==> config.mk <==
export PLATFORM = sky130hd
export DESIGN_NAME = pc_seq
export DESIGN_NICKNAME = d
export VERILOG_FILES = /design/src/rtl/pc_seq.sv
export SDC_FILE = /design/constraint.sdc
export NUM_CORES = 1
export LEC_CHECK = 0
export BUFFER_PORTS_ARGS = -buffer_cell sky130_fd_sc_hd__buf_2
export CAP_MARGIN = 20
export CORE_AREA = 2 2 39 41
export DETAILED_ROUTE_END_ITERATION = 8
export DIE_AREA = 0 0 41 43
export MAX_ROUTING_LAYER = met4
export SKIP_LAST_GASP = 1
export SLEW_MARGIN = 10
export SYNTH_ARGS = -nofsm -noshare
export SYNTH_HDL_FRONTEND = slang
export SYNTH_SLANG_ARGS = --single-unit
export TNS_END_PERCENT = 30
==> constraint.sdc <==
create_clock -name clk -period 4.2 [get_ports clk]
set_input_delay 0.21 -clock clk [delete_from_list [all_inputs] [get_ports clk]]
set_output_delay 0.21 -clock clk [all_outputs]
set_load 0.02 [all_outputs]
==> src/rtl/pc_seq.sv <==
// rtl/pc_seq.sv - program-counter sequencer: IDLE/FETCH/ISSUE/HALTED with registered fetch handshake
// Optional overflow detection on sequential wrap is enabled by defining PC_SEQ_FAULT_EN.
module pc_seq #(
   parameter int          PC_W     = 5,
   parameter int unsigned RESET_PC = 0
) (
   input  logic            clk,
   input  logic            rst,
   input  logic [PC_W-1:0] ipc,
   input  logic            jump_en,
   input  logic [PC_W-1:0] jump_addr,
   input  logic            stall,
   input  logic            halt,
   input  logic            resume,
   input  logic            imem_ack,
   output logic [PC_W-1:0] pc,
   output logic            imem_req,
   output logic            instr_valid,
   output logic [1:0]      state,
   output logic            fault
);

   typedef enum logic [1:0] {
      S_IDLE   = 2'd0,
      S_FETCH  = 2'd1,
      S_ISSUE  = 2'd2,
      S_HALTED = 2'd3
   } state_t;

   state_t          state_q, state_d;
   logic [PC_W-1:0] pc_q, pc_d;
   logic            imem_req_q, imem_req_d;
   logic            instr_valid_q, instr_valid_d;
   logic            fault_q, fault_d;

   always_ff @(posedge clk or posedge rst) begin
      if (rst) begin
         state_q       <= S_IDLE;
         pc_q          <= PC_W'(RESET_PC);
         imem_req_q    <= 1'b0;
         instr_valid_q <= 1'b0;
         fault_q       <= 1'b0;
      end else begin
         state_q       <= state_d;
         pc_q          <= pc_d;
         imem_req_q    <= imem_req_d;
         instr_valid_q <= instr_valid_d;
         fault_q       <= fault_d;
      end
   end

   always_comb begin
      state_d = state_q;
      pc_d    = pc_q;
      fault_d = fault_q;
      case (state_q)
         S_IDLE: begin
            state_d = halt ? S_HALTED : S_FETCH;
         end
         S_FETCH: begin
            // The request stays up until acknowledged; halt/stall cannot cancel it.
            if (imem_ack) begin
               state_d = S_ISSUE;
            end
         end
         S_ISSUE: begin
            if (halt) begin
               state_d = S_HALTED;
            end else if (stall) begin
               state_d = S_ISSUE;
            end else if (jump_en) begin
               pc_d    = jump_addr;
               state_d = S_FETCH;
            end else begin
`ifdef PC_SEQ_FAULT_EN
               if (pc_q == {PC_W{1'b1}}) begin
                  fault_d = 1'b1;
                  state_d = S_HALTED;
               end else begin
                  pc_d    = ipc;
                  state_d = S_FETCH;
               end
`else
               pc_d    = ipc;
               state_d = S_FETCH;
`endif
            end
         end
         S_HALTED: begin
            // A latched overflow keeps the sequencer parked until reset.
            if (resume && !halt && !fault_q) begin
               state_d = S_FETCH;
            end
         end
         default: begin
            state_d = S_IDLE;
         end
      endcase
      imem_req_d    = (state_d == S_FETCH);
      instr_valid_d = (state_d == S_ISSUE);
   end

   assign pc          = pc_q;
   assign state       = state_q;
   assign imem_req    = imem_req_q;
   assign instr_valid = instr_valid_q;
   assign fault       = fault_q;

endmodule

Word-level counts from Yosys, hierarchy flattened

Index checks and enable logic that the tools add are counted.
W data, S select, Z words.

Register bits after elaboration: 9
Latch bits: 0
Memory bits (writable): 0
Bits in read-only memories: 0
Input bits: 17
Logic and storage cells: 22
Memories kept: 0

Add/sub/neg operators: 0
Multiply operators: 0
Divide/modulo/power cells: 0
$lt $le $gt $ge: 0
Equal/unequal tests: 5
Shift operators: 0
Mux-type cells: 7
Bitwise gates (word level): 2
Reductions and logical operators: 4

Operators with widths:

| cell                 | count |
|---|---|
| $mux W2              | 5 |
| $pmux W2 S4          | 1 |
| $eq A2 B2 Y1 const B | 3 |
| $mux W5              | 1 |
| $eq A2 B1 Y1 const B | 2 |
| $reduce_and A3 Y1    | 1 |
| $logic_not A2 Y1     | 1 |
| $not A1 Y1           | 2 |
| $logic_and A1 B1 Y1  | 1 |
| $logic_not A1 Y1     | 1 |

Depth between registers and ports, before layout

Depth in word-level cells: 5
Gate-level depth with buffers: 2
Mapped depth without buffers: 2

Worst setup path before layout

OpenSTA, ideal clock, no wires.

Path type: flip-flop to flip-flop
Start: register state_q[0], in the netlist state[0]
End: register pc_q[0], in the netlist pc[0]
Library setup time: 0.125 ns
Data arrival time: 1.289 ns
Path slack: 2.786 ns
Cell stages (with the launch flop): 3
Path buffers: 0
Period minus slack after synthesis: 1.414 ns
Cells stage by stage: dfrtp_1 -> nor4b_4 -> mux2_2

Longest elaborated chain between the ends: 2

RTL lines:

| what                        | RTL line | text |
|---|---|---|
| start: declaration          | 30       | `state_t state_q, state_d;` |
| start signal: assignment    | 44       | `state_q <= state_d;` |
| $eq A2 B2 Y1                | 56       | `case (state_q)` |
| $reduce_and A3 Y1 (no line) | --       |  |
| end signal: assignment      | 39       | `pc_q <= PC_W'(RESET_PC);` |
| end signal: assignment      | 45       | `pc_q <= pc_d;` |
| end: declaration            | 31       | `logic [PC_W-1:0] pc_q, pc_d;` |

No other way between the ends.
A chain may end at the register's enable or synchronous reset.

Worst setup path after layout

Ends and elaborated chain as after synthesis.

==> qor.csv <==
metric,value,unit
row count,14,
FF-to-FF End,pc[0],
top routing layer in use,met3,
Leakage,0.000306,uW
GRT Resource Usage Total,0.106,
PwrDens,617,nW/um^2
WL final,789,um
reg2reg start,state[0],
largest net degree at the start of global routing,10,
Worst IR Drop VDD,0.252,mV
flop-to-flop setup slack,2780,ps
antenna violations before repair,0,
vias in the first global route,313,
top-count cell post-synth,mux2_2,
synthesized area,442,um^2
final worst path period share,0.339,
"Req. time, crit path",4340,ps
die area,1760,um^2
Synth Register Bits,9,
Final Hold Viols,0,
Final setup viols,0,
drt wl/cell,10.2,um
Post-synth EDFFs,0,
Layout area overhead,39.4,%
crit-path max FO,8,
Worst Path Arrival,1560,ps
clk_lat worst skew,250,ps
Ports,27,
CTS Root Cell,clkbuf_4,
Clock Tree Buf Depth,2,
hold path depth,2,
post-synth top area share,0.510,
synthesized area per cell,13.8,um^2
Critical Path Source Type,flip-flop,
port bufs,25,
Yosys cell types,15,
die width,41,um
crit end category,flip-flop,
DR WL met3,127,um
run status,"complete, no violations",
dpl cell area,579,um^2
first-pass GRT wire length,1190,um
FF-to-FF path depth,2,
1st-iter DRT viols,7,
CTS resizes,0,
DR vias/cell,4.68,
die height,43,um
Final Wtd Congestion,0.646,
ys async rst share,1.00,
"Seq/Total Area, Yosys",0.510,
RSZ-0062 raised after global routing,false,
Setup TNS,0,ps
Min-Delay Endpoint,state[0],
GR Overflow Total,0,
fmax,0.702,GHz
final net count,79,
hold_ws,156,ps
WL met2,341,um
kind of critical path,reg -> reg,
# H-tree levels,1,
Vias,360,
fill cell count,140,
Min-Delay Path Class,in -> reg,
DRC,0,
final worst slack,2780,ps
"area leader, netlist",dfrtp_1,
CTS Buf Count,3,
"antenna viol nets, final",0,
DRT Pass-1 Iters,4,
Initial Util,0.319,
CTS tree,built,
min cycle time layout,1420,ps
"Slew Viols, Final",0,
"Clk pin slew, worst setup/hold paths",60,ps
Syn Nets,49,
Sink Count,9,
final non-filler cell area,616,um^2
core area,1380,um^2
share of cells above drive strength 1,0.639,
Synth area leaders,"dfrtp_1 (51%), mux2_2 (25%), nor4b_4 (5.4%)",
n_diodes,0,
Post-synth top cells,"mux2_2 (10), dfrtp_1 (9)",
Power Total,380,uW
Max-cap violations,0,
post-synthesis instance total,32,
Clock Skews,2.18,ps
pre-CTS setup slack,2770,ps
"Top FF cell, synth",dfrtp_1,
Ys Warns,0,
Hold Path Origin,imem_ack,
met1 WL,320,um
-- what timing repair did --
item                      4_1_cts  5_1_grt
hold endpoints to repair        9        0
hold buffers                    1        0
setup buffers                   0        0
-- cell families after synthesis --
logic type	after synthesis	synth area share
AO/OA/AOI/OAI	6	0.0963
buffers and inverters	2	0.0255
flip-flops	9	0.510
multiplexers	10	0.255
other	1	0.00849
AND/OR/NAND/NOR	4	0.105
-- per-stage QoR --
step / cells / util
global route: 77 / 0.445
global placement: 72 / 0.419
detailed placement: 72 / 0.419
floorplan: 32 / -
CTS: 77 / 0.445
finish: 77 / 0.445
-- worst max-delay path by stage --
| stage | startpoint | to | cells after the start |
|---|---|---|---|
| 3_5_place_dp | state[0] | pc[3] | 2 |
| 2_1_floorplan | state[0] | pc[0] | 2 |
| 6_report | state[0] | pc[0] | 2 |
| 5_1_grt | state[0] | pc[0] | 2 |
| 4_1_cts | state[0] | pc[3] | 2 |
| 3_3_place_gp | state[0] | pc[1] | 2 |
-- final cells by class --
| type | count | area, um^2 | area share |
|---|---|---|---|
| flip-flops and latches | 9 | 225 | 0.366 |
| well taps | 16 | 20.0 | 0.0325 |
| repair buffers | 26 | 135 | 0.220 |
| inverters | 1 | 3.75 | 0.00610 |
| clock buffers | 4 | 26.3 | 0.0427 |
| multi-input cells | 21 | 205 | 0.333 |
-- flip-flops by register name (all words and copies together) (netlist names) --
| signal | flops |
|---|---|
| instr_valid | 1 |
| imem_req | 1 |
| pc | 5 |
| state | 2 |
-- routing by layer --
layer | GRT usage | vias up
li1 | - | 176
met1 | 0.107 | 159
met2 | 0.156 | 25
met3 | 0.0419 | 0
met4 | 0.0800 | 0
met5 | - | -
-- critical path: stages, from the launching register on --
cell and delay, ps:
dfrtp_1 460, nor4b_4 460, mux2_2 380
-- where the power goes --
group          total, uW  leakage [uW]  switching (uW)  internal (uW)
Sequential           151      0.000108            25.8            126
Combinational        164      0.000184            90.5           73.8
Clock               63.7     0.0000150            27.3           36.4
Total                380      0.000306             144            236
-- cells in the final DEF, fill, tap and decap left out --
master | synthesis | routed
a21oi_1 | 1 | 1
nand3b_1 | 1 | 1
o2bb2ai_1 | 1 | 1
o21ai_0 | 1 | 1
inv_1 | 1 | 1
mux2_2 | 10 | 10
nor2b_1 | 1 | 1
buf_2 | 0 | 25
o22ai_1 | 1 | 1
o22a_1 | 1 | 1
and3b_1 | 1 | 1
dfrtp_1 | 9 | 9
dlygate4sd3_1 | 0 | 1
conb_1 | 1 | 1
clkbuf_1 | 0 | 1
clkbuf_4 | 0 | 3
a2bb2oi_1 | 1 | 1
nor4b_4 | 1 | 1
No activity file was read; power rests on OpenSTA's default activity.
